## config.mk

```make
export PLATFORM = sky130hd
export DESIGN_NAME = preifu_bpu_flat
export DESIGN_NICKNAME = d
export VERILOG_FILES = /design/src/rtl/preifu_bpu_pkg.sv /design/src/rtl/preifu_bpu_if.sv /design/src/rtl/preifu_bpu_btb.sv /design/src/rtl/preifu_bpu.sv /design/src/flat_wrapper.sv
export SDC_FILE = /design/constraint.sdc
export NUM_CORES = 1
export LEC_CHECK = 0
export BUFFER_PORTS_ARGS = -buffer_cell sky130_fd_sc_hd__buf_2
export CAP_MARGIN = 20
export CORE_ASPECT_RATIO = 0.75
export CORE_MARGIN = 4
export CORE_UTILIZATION = 61
export CTS_CLUSTER_SIZE = 12
export DETAILED_ROUTE_END_ITERATION = 8
export PLACE_DENSITY = 0.91
export SLEW_MARGIN = 25
export SYNTH_ARGS = -nofsm -noshare
export SYNTH_HDL_FRONTEND = slang
export SYNTH_SLANG_ARGS = --single-unit
```

## constraint.sdc

```tcl
create_clock -name clk -period 5.8 [get_ports clk]
set_clock_uncertainty 0.15 [all_clocks]
set_input_delay 0.29 -clock clk [delete_from_list [all_inputs] [get_ports clk]]
set_output_delay 0.29 -clock clk [all_outputs]
set_load 0.01 [all_outputs]
```

## src/rtl/preifu_bpu_pkg.sv

```systemverilog
// Package for the pre-IF stage with branch prediction.
// Holds shared constants, the BTB entry layout, the redirect-cause
// encoding and the 2-bit saturating counter step function.
package preifu_pkg;

  localparam int PC_W = 32;

  // The tag field is stored at a fixed maximum width, zero-extended
  // from BTB_TAG_W, so the packed struct does not depend on module
  // parameters.
  localparam int TAG_MAX_W = 30;

  localparam logic [1:0] CTR_SNT = 2'b00;
  localparam logic [1:0] CTR_WNT = 2'b01;
  localparam logic [1:0] CTR_WT  = 2'b10;
  localparam logic [1:0] CTR_ST  = 2'b11;

  typedef struct packed {
    logic                 v;
    logic [TAG_MAX_W-1:0] tag;
    logic [PC_W-1:0]      tgt;
    logic [1:0]           ctr;
  } btb_entry_t;

  typedef enum logic [2:0] {
    CAUSE_HOLD,
    CAUSE_REFETCH,
    CAUSE_TLBR,
    CAUSE_EXCP,
    CAUSE_ERTN,
    CAUSE_BR,
    CAUSE_PRED,
    CAUSE_SEQ
  } redirect_cause_e;

  function automatic logic [1:0] ctr_next(input logic [1:0] ctr, input logic taken);
    logic [1:0] res;
    res = ctr;
    if (taken && ctr != CTR_ST) res = ctr + 2'd1;
    else if (!taken && ctr != CTR_SNT) res = ctr - 2'd1;
    return res;
  endfunction

endpackage

```

## src/rtl/preifu_bpu_if.sv

```systemverilog
// Handshake between the pre-IF stage (master) and the IF stage (slave).
//   preifu_valid_o : pc/prediction valid toward IF
//   pc_o           : fetch PC
//   pred_taken_o   : BTB predicts taken for pc_o
//   pred_target_o  : predicted target (0 when not taken)
//   ifu_allowin_i  : IF stage can accept
interface preifu_bpu_if;
  import preifu_pkg::*;

  logic            preifu_valid_o;
  logic [PC_W-1:0] pc_o;
  logic            pred_taken_o;
  logic [PC_W-1:0] pred_target_o;
  logic            ifu_allowin_i;

  modport master (
    output preifu_valid_o, pc_o, pred_taken_o, pred_target_o,
    input  ifu_allowin_i
  );

  modport slave (
    input  preifu_valid_o, pc_o, pred_taken_o, pred_target_o,
    output ifu_allowin_i
  );
endinterface

```

## src/rtl/preifu_bpu_btb.sv

```systemverilog
// Direct-mapped branch target buffer with 2-bit saturating counters.
//   clk, rst       : clock, synchronous active-high reset (invalidates all)
//   lookup_pc      : combinational lookup address
//   lookup_taken   : entry hits and counter says taken
//   lookup_tgt     : stored target of the indexed entry
//   upd_*          : one resolved branch per cycle, written at the clock edge
module preifu_btb
  import preifu_pkg::*;
#(
  parameter int BTB_ENTRIES = 16,
  parameter int BTB_TAG_W   = 8
) (
  input  logic            clk,
  input  logic            rst,
  input  logic [PC_W-1:0] lookup_pc,
  output logic            lookup_taken,
  output logic [PC_W-1:0] lookup_tgt,
  input  logic            upd_valid,
  input  logic [PC_W-1:0] upd_pc,
  input  logic            upd_taken,
  input  logic [PC_W-1:0] upd_target
);

  localparam int IDX_W = $clog2(BTB_ENTRIES);

  btb_entry_t entries [BTB_ENTRIES];

  logic [IDX_W-1:0]     lk_idx, up_idx;
  logic [TAG_MAX_W-1:0] lk_tag, up_tag;
  btb_entry_t           lk_e, up_e;
  logic                 up_hit;
  logic                 unused_pc_bits;

  // Only the index and tag slices of the PCs matter; the rest is folded
  // into one signal so the unused bits are explicit.
  assign unused_pc_bits = ^{lookup_pc, upd_pc};

  assign lk_idx = lookup_pc[IDX_W+1:2];
  assign up_idx = upd_pc[IDX_W+1:2];

  // Tags are zero-extended to the stored width so a full-field compare works.
  always_comb begin
    lk_tag = '0;
    up_tag = '0;
    lk_tag[BTB_TAG_W-1:0] = lookup_pc[IDX_W+2 +: BTB_TAG_W];
    up_tag[BTB_TAG_W-1:0] = upd_pc[IDX_W+2 +: BTB_TAG_W];
  end

  assign lk_e         = entries[lk_idx];
  assign up_e         = entries[up_idx];
  assign up_hit       = up_e.v && (up_e.tag == up_tag);
  assign lookup_taken = lk_e.v && (lk_e.tag == lk_tag) && lk_e.ctr[1];
  assign lookup_tgt   = lk_e.tgt;

  // Training: a hit steps the counter (and refreshes the target when taken);
  // a taken miss replaces the entry starting at weakly-taken.
  always_ff @(posedge clk) begin
    if (rst) begin
      for (int i = 0; i < BTB_ENTRIES; i++) begin
        entries[i].v   <= 1'b0;
        entries[i].tag <= '0;
        entries[i].tgt <= '0;
        entries[i].ctr <= CTR_WNT;
      end
    end else if (upd_valid) begin
      if (up_hit) begin
        entries[up_idx].ctr <= ctr_next(up_e.ctr, upd_taken);
        if (upd_taken) entries[up_idx].tgt <= upd_target;
      end else if (upd_taken) begin
        entries[up_idx] <= '{v: 1'b1, tag: up_tag, tgt: upd_target, ctr: CTR_WT};
      end
    end
  end

endmodule

```

## src/rtl/preifu_bpu.sv

```systemverilog
// Pre-IF stage: holds the fetch PC, picks the next PC by fixed redirect
// priority (refetch > tlbr > excp > ertn > br_redirect > BTB > sequential)
// and presents {pc, prediction} to IF over a valid/allowin handshake.
//   clk, rst          : clock, synchronous active-high reset
//   *_i redirects     : redirect requests with their target PCs
//   upd_*_i           : BTB training from the branch-resolution stage
//   ifu               : master side of the IF handshake
module preifu_bpu
  import preifu_pkg::*;
#(
  parameter logic [31:0] RESET_PC    = 32'h1c000000,
  parameter int          INST_BYTES  = 4,
  parameter int          BTB_ENTRIES = 16,
  parameter int          BTB_TAG_W   = 8,
  parameter int          PREDICT_EN  = 1
) (
  input  logic        clk,
  input  logic        rst,
  input  logic        refetch_i,
  input  logic [31:0] refetch_pc_i,
  input  logic        excp_tlbr_i,
  input  logic [31:0] csr_tlbrentry_i,
  input  logic        excp_i,
  input  logic [31:0] csr_eentry_i,
  input  logic        ertn_i,
  input  logic [31:0] csr_era_i,
  input  logic        br_redirect_i,
  input  logic [31:0] br_target_i,
  input  logic        upd_valid_i,
  input  logic [31:0] upd_pc_i,
  input  logic        upd_taken_i,
  input  logic [31:0] upd_target_i,
  preifu_bpu_if.master ifu
);

  logic [31:0]     pc_q, next_pc, btb_tgt, pred_target;
  logic            valid_q, flush, adv, btb_taken, pred_taken;
  redirect_cause_e cause;

  preifu_btb #(
    .BTB_ENTRIES(BTB_ENTRIES),
    .BTB_TAG_W  (BTB_TAG_W)
  ) u_btb (
    .clk         (clk),
    .rst         (rst),
    .lookup_pc   (pc_q),
    .lookup_taken(btb_taken),
    .lookup_tgt  (btb_tgt),
    .upd_valid   (upd_valid_i),
    .upd_pc      (upd_pc_i),
    .upd_taken   (upd_taken_i),
    .upd_target  (upd_target_i)
  );

  assign pred_taken  = (PREDICT_EN != 0) && btb_taken;
  assign pred_target = pred_taken ? btb_tgt : 32'h0;

  // Next-PC priority mux. While not yet valid (first cycle after reset) the
  // PC is held so RESET_PC itself is the first fetch address presented.
  always_comb begin
    cause   = CAUSE_HOLD;
    next_pc = pc_q;
    if (refetch_i) begin
      cause   = CAUSE_REFETCH;
      next_pc = refetch_pc_i;
    end else if (excp_tlbr_i) begin
      cause   = CAUSE_TLBR;
      next_pc = csr_tlbrentry_i;
    end else if (excp_i) begin
      cause   = CAUSE_EXCP;
      next_pc = csr_eentry_i;
    end else if (ertn_i) begin
      cause   = CAUSE_ERTN;
      next_pc = csr_era_i;
    end else if (br_redirect_i) begin
      cause   = CAUSE_BR;
      next_pc = br_target_i;
    end else if (!valid_q) begin
      cause   = CAUSE_HOLD;
      next_pc = pc_q;
    end else if (pred_taken) begin
      cause   = CAUSE_PRED;
      next_pc = pred_target;
    end else begin
      cause   = CAUSE_SEQ;
      next_pc = pc_q + 32'(INST_BYTES);
    end
  end

  assign flush = cause inside {CAUSE_REFETCH, CAUSE_TLBR, CAUSE_EXCP, CAUSE_ERTN, CAUSE_BR};
  assign adv   = !valid_q || flush || ifu.ifu_allowin_i;

  // PC/valid register: redirects always load, otherwise advance only when IF accepts.
  always_ff @(posedge clk) begin
    if (rst) begin
      pc_q    <= RESET_PC;
      valid_q <= 1'b0;
    end else if (adv) begin
      pc_q    <= next_pc;
      valid_q <= 1'b1;
    end
  end

  assign ifu.preifu_valid_o = valid_q && !flush;
  assign ifu.pc_o           = pc_q;
  assign ifu.pred_taken_o   = pred_taken;
  assign ifu.pred_target_o  = pred_target;

endmodule

```

## src/flat_wrapper.sv

```systemverilog
// flat-port wrapper written by rule: the top's interface ports become plain ports
module preifu_bpu_flat import preifu_pkg::*;
#(
  parameter logic [31:0] RESET_PC    = 32'h1c000000,
  parameter int          INST_BYTES  = 4,
  parameter int          BTB_ENTRIES = 16,
  parameter int          BTB_TAG_W   = 8,
  parameter int          PREDICT_EN  = 1
)
  (clk, rst, refetch_i, refetch_pc_i, excp_tlbr_i, csr_tlbrentry_i, excp_i, csr_eentry_i, ertn_i, csr_era_i, br_redirect_i, br_target_i, upd_valid_i, upd_pc_i, upd_taken_i, upd_target_i, ifu_preifu_valid_o, ifu_pc_o, ifu_pred_taken_o, ifu_pred_target_o, ifu_ifu_allowin_i);
  preifu_bpu_if ifu_i ();
  input  logic clk;
  input  logic rst;
  input  logic refetch_i;
  input  logic [31:0] refetch_pc_i;
  input  logic excp_tlbr_i;
  input  logic [31:0] csr_tlbrentry_i;
  input  logic excp_i;
  input  logic [31:0] csr_eentry_i;
  input  logic ertn_i;
  input  logic [31:0] csr_era_i;
  input  logic br_redirect_i;
  input  logic [31:0] br_target_i;
  input  logic upd_valid_i;
  input  logic [31:0] upd_pc_i;
  input  logic upd_taken_i;
  input  logic [31:0] upd_target_i;
  output wire logic [$bits(ifu_i.preifu_valid_o)-1:0] ifu_preifu_valid_o;
  output wire logic [$bits(ifu_i.pc_o)-1:0] ifu_pc_o;
  output wire logic [$bits(ifu_i.pred_taken_o)-1:0] ifu_pred_taken_o;
  output wire logic [$bits(ifu_i.pred_target_o)-1:0] ifu_pred_target_o;
  input wire logic [$bits(ifu_i.ifu_allowin_i)-1:0] ifu_ifu_allowin_i;
  assign ifu_preifu_valid_o = ifu_i.preifu_valid_o;
  assign ifu_pc_o = ifu_i.pc_o;
  assign ifu_pred_taken_o = ifu_i.pred_taken_o;
  assign ifu_pred_target_o = ifu_i.pred_target_o;
  assign ifu_i.ifu_allowin_i = ifu_ifu_allowin_i;
  preifu_bpu #(.RESET_PC(RESET_PC), .INST_BYTES(INST_BYTES), .BTB_ENTRIES(BTB_ENTRIES), .BTB_TAG_W(BTB_TAG_W), .PREDICT_EN(PREDICT_EN)) u_core (.clk(clk), .rst(rst), .refetch_i(refetch_i), .refetch_pc_i(refetch_pc_i), .excp_tlbr_i(excp_tlbr_i), .csr_tlbrentry_i(csr_tlbrentry_i), .excp_i(excp_i), .csr_eentry_i(csr_eentry_i), .ertn_i(ertn_i), .csr_era_i(csr_era_i), .br_redirect_i(br_redirect_i), .br_target_i(br_target_i), .upd_valid_i(upd_valid_i), .upd_pc_i(upd_pc_i), .upd_taken_i(upd_taken_i), .upd_target_i(upd_target_i), .ifu(ifu_i));
endmodule
```

======== Word level (Yosys, flattened, before mapping) ========
Memory sizes are Yosys's and may differ from the RTL's. A register that Yosys moved wholly into a read port is not among the register bits.
Cells that the tools add are included.
word-level totals
  memories kept ........................... 1
  output and inout port bits .............. 66
  memory bits (read-only) ................. 0
  input bits .............................. 234
  memory bits (writable) .................. 688
  logic and storage cells ................. 74
  register bits ........................... 33
  latch bits .............................. 0
memories
  name                  words  bits a word  read ports  clocked after memory_dff  wr ports  RTL line              text
  u_core.u_btb.entries  16     43           2           1                         16        preifu_bpu_btb.sv:26  btb_entry_t entries [BTB_ENTRIES];
operators by class
  bitwise logic cells ..................... 2
  mux-type cells .......................... 42
  reduce and logical (&&, ||, !) cells .... 16
  divide/modulo/power cells ............... 0
  add/sub/neg operators ................... 3
  equality and inequality tests ........... 8
  $lt $le $gt $ge ......................... 0
  shift-type cells ........................ 0
  multiply operators ...................... 0
operators with widths
  kind                                              number
  2-to-1 mux 32 bit                                 9
  == test 30 x 8 -> 1 bit                           2
  2-to-1 mux 43 bit                                 1
  OR reduction 43 bit                               1
  adder 32 x 3 -> 32 bit, second input constant     1
  2-to-1 mux 3 bit                                  7
  2-to-1 mux 1 bit                                  16
  2-to-1 mux 2 bit                                  6
  2-to-1 mux 4 bit                                  3
  == test 3 x 2 -> 1 bit, second input constant     2
  == test 3 bit, second input constant              2
  logical AND 1 bit                                 6
  nonzero test 6 bit                                1
  nonzero test 5 bit                                1
  == test 3 x 1 -> 1 bit, second input constant     1
  logical NOT 1 bit                                 3
  adder 2 x 1 -> 2 bit, second input constant       1
  logical OR 1 bit                                  2
  != test 2 bit, second input constant              1
  bitwise OR 1 bit                                  2
  AND reduction 2 bit                               1
  nonzero test 2 bit                                1
  subtractor 2 x 1 -> 2 bit, second input constant  1

======== Depth between registers and ports, before layout ========
  depth after elaboration ................. 17
  gate-level depth with buffers ........... 15
  mapped depth without buffers ............ 10

======== By module ========
Synthesis repeated with hierarchy kept, for this count alone.
second synthesis, totals
  cell total of the unflattened synthesis .. 2674
  area total of the unflattened synthesis .. 36755.3 um^2
modules (own cells, without submodules)
  module      instances  seq. area each (um^2)  cells an instance  area an instance (um^2)
  preifu_btb  1          20499.7                2142               33074.2
  preifu_bpu  1          660.6                  532                3681.0

======== Worst setup path before layout ========
Ideal clock, no wire load.
  path kind ............................... input to register
  start point ............................. in upd_pc_i[3]
  end point ............................... mem u_core.u_btb.entries[14][0] in the netlist's numbering (enable)
  slack ................................... 777 ps
  arrival ................................. 4557 ps
  stages on the path ...................... 8
  buffers on the path ..................... 4
  setup time .............................. 316 ps
  required time ........................... 5334 ps
  cell sequence ........................... clkbuf_1 -> buf_2 -> buf_1 -> buf_1 -> nor2b_1 -> nand3_1 -> o21ai_0 -> o21bai_1
RTL lines
  element      RTL line              text
  from (decl)  flat_wrapper.sv:25    input logic [31:0] upd_pc_i;
  to (decl)    preifu_bpu_btb.sv:26

==> impl_results.md <==
- Outcome: finished, final reports clean
- Post-synthesis cell area: 0.03627 mm2
- Vias in the first global route: 26868
- Initial core utilization: 61.61%
- Layout cells sized above 1: 26.60%
- Vias: 26578
- Layout area overhead: 15.04%
- Clock sinks: 725
- Worst path max stage delay: 0.88 ns
- Insertion delay to the later sink of the worst-skew pair: 0.64 ns
- Max frequency: 174.2 MHz
- All-Layer GR Usage: 39.07%
- Die width: 289.6 um
- Detailed-route wire length per cell: 33.96 um
- Final setup TNS: 0 ns
- Avg Cell Area, Syn: 14.18 um2
- Critical path's top delay family: buffers and inverters
- Top-area cell type share of the netlist area: 55.64%
- Die Height: 219.2 um
- Row count: 77
- Comb power frac: 12.9%
- Final setup violation count: 0
- Crit-path max FO: 44
- Total gr overflow: 0
- Least-Margin Pin Slew: 1.103 ns
- WP data arrival: 6.10 ns
- DRC viols: 0
- Final wirelength: 125300 um
- TritonCTS clock tree: done
- Psw: 3.121 mW
- Count of cell types in the netlist: 69
- Die area: 0.06346 mm2
- CP startpoint kind: flop
- Sw Ratio: 25.62%
- Max cap viols: 0
- Core area: 0.05887 mm2
- Fraction of registers with async set or reset after synthesis: 0%
- WP buf/inv: 3
- RSZ-0062 raised after global routing: false
- H-tree depth: 3
- Count of buffers inserted at the top-level ports: 279
- Number of nets with antenna violations after routing: 0
- Top_reg_cell synth: edfxtp_1
- Root Buffer Master: clkbuf_16
- Hold WS: 0.03045 ns
- Layout Utilization: 70.88%
- Post-CTS Setup Inserts: 0
- Gpl congestion: 0.9475
- Hpwl dp: 74510 um
- Clock period minus worst slack: 5.740 ns
- Rel. slew slack: 26.17%
- CTS clk-pin slew, worst paths: 0.06 ns
- Post-Syn Nets: 2794
- Endpoints failing hold: 0
- Clock buffer depth: 3
- DRT Pass-1 Iters: 8
- LEAKAGE: 15.08 nW
- Crit. End Element: flop
- Crit-path cells: mux4_2 > mux2i_1 > xnor2_1 > a211o_1 > a21oi_1 > nand3_4 > buf_4 > mux2i_1 > o211ai_1 > dlygate4sd3_1 > a22o_1 > dlygate4sd3_1
- Ys Warns: 0
- Ports: 300
- Nets: 3087
- Vias/cell: 7.205
- Synth top area cells: edfxtp_1 56%, mux4_2 15%, and2_1 10%
- Fin. max-slew vios: 0
- Initial antenna violation count: 23
- Max VDD drop: 0.2039 mV
- Seq pwr share: 50.9%
- Most common cell after layout, fill and taps aside: edfxtp_1
- Number of enable flip-flop cells after synthesis: 672
- WS Path Type: reg2reg
- Final period utilization: 98.96%
- 1st-iter DRT viols: 4693
- Largest net degree at the start of global routing: 135
- CTS Buf Count: 73
- Syn Inst Count: 2557
- Area leader, netlist: edfxtp_1
- Pwr/cell area: 292.0 mW/mm2
- FF+latch count, synth: 725
- Worst EP required: 6.16 ns
- Crit-path slowest cell: dfxtp_4
- Hold Crit Class: in2reg
- Internal power: 9.063 mW
- Sequential share of the synthesized area: 58.57%
- Commonest non-fill, non-tap cells in the layout: 672 x edfxtp_1, 593 x and2_1, 280 x buf_2
- First-pass GRT wire length: 177400 um
- Clock power frac: 36.2%
==> worst reg2reg max path: stages, from the launching register on <==
cell and delay [ns]:
dfxtp_4 0.88, mux4_2 0.45, mux2i_1 0.20, xnor2_1 0.19
a211o_1 0.33, a21oi_1 0.80, nand3_4 0.60, buf_4 0.41
mux2i_1 0.17, o211ai_1 0.09, dlygate4sd3_1 0.60, a22o_1 0.19
dlygate4sd3_1 0.55
==> power groups by stage <==
| stage | combinational [mW] | clock (mW) | sequential, mW |
|---|---|---|---|
| global placement | 1.36 | 0 | 6.24 |
| global route | 1.60 | 4.62 | 6.21 |
| detailed placement | 1.40 | 0 | 6.28 |
| CTS | 1.48 | 4.36 | 6.18 |
| floorplan | 0.883 | 0 | 6.19 |
| finish | 1.57 | 4.41 | 6.21 |
==> synth_stat cells (11+ instances only) <==
library cell    n
edfxtp_1      672
and2_1        593
mux4_2        244
clkbuf_1      170
o21ai_0        81
nor2_1         75
nand2_1        71
and3_1         57
dfxtp_1        53
a21oi_1        46
nand3_1        40
buf_2          38
nor2b_1        38
mux2i_1        35
xnor2_1        25
nor3_1         24
a21o_1         21
o21bai_1       21
xor2_1         21
inv_1          18
mux2_2         16
a22oi_1        15
a221oi_1       14
o221ai_1       14
o22ai_1        14
buf_1          11
==> worst paths after layout <==
path	end	slack [ns]	cells past startpoint	startpoint
max	u_core.ifu.pc_o[31]	0.06	12	flop
min	u_core.ifu.pc_o[10]	0.03	5	br_target_i[10]
max reg2reg	u_core.ifu.pc_o[31]	0.06	12	flop
min reg2reg	u_core.ifu.pc_o[1]	0.33	2	u_core.ifu.pc_o[1]
==> state kept, by name (all words and copies together) (netlist names), named ones only <==
register and count:
u_core.u_btb.entries 688, u_core.ifu.pc_o 32, u_core.valid_q 1
==> through the flow <==
stage	power [mW]	setup slack (ns)	instance area, um2	std cells
2_1_floorplan	7.071	0.7775	36270	2557
3_3_place_gp	7.599	1.232	38490	3463
3_5_place_dp	7.680	1.094	38540	3465
4_1_cts	12.03	0.2464	41600	3673
5_1_grt	12.43	0.04024	41700	3680
6_report	12.18	0.06022	41720	3689
==> logic make-up (layout without fill, tap and decap cells) <==
kind of cell	after synthesis	in the layout	synth area share (%)
AOI/OAI and AO/OA	304	304	5.668
xor gates and xnor gates	46	46	1.111
and+or+nand+nor	935	935	15.09
buffers and inverters	248	578	2.815
DFF	725	725	58.57
other	0	12	0
adders and majority gates	3	3	0.1035
muxes	296	296	16.65
==> metal layers <==
metal / track usage, % / vias up / share of wire [%]
met5: 0 / - / 0.14
met2: 60.47 / 2962 / 45
met1: 46.48 / 12641 / 30
met4: 26.56 / 26 / 8.3
met3: 13.63 / 726 / 16
li1: - / 10223 / -
==> repair_timing <==
action                                  CTS  global route
hold endpoints to repair                481             0
endpoints found under the setup margin    0             1
hold buffers                             96             0
resized for setup                         0             1
==> layout make-up <==
| class | instances | area (um2) |
|---|---|---|
| diodes | 12 | 30.03 |
| clock buffers | 97 | 1958 |
| clock inverters | 15 | 136.4 |
| fillers | 3441 | 17140 |
| inverters | 22 | 83.83 |
| multi-input cells | 1584 | 14270 |
| flip-flops and latches | 725 | 21250 |
| well taps | 790 | 988.4 |
| repair buffers | 444 | 3003 |
No activity file was read; power rests on OpenSTA's default activity.
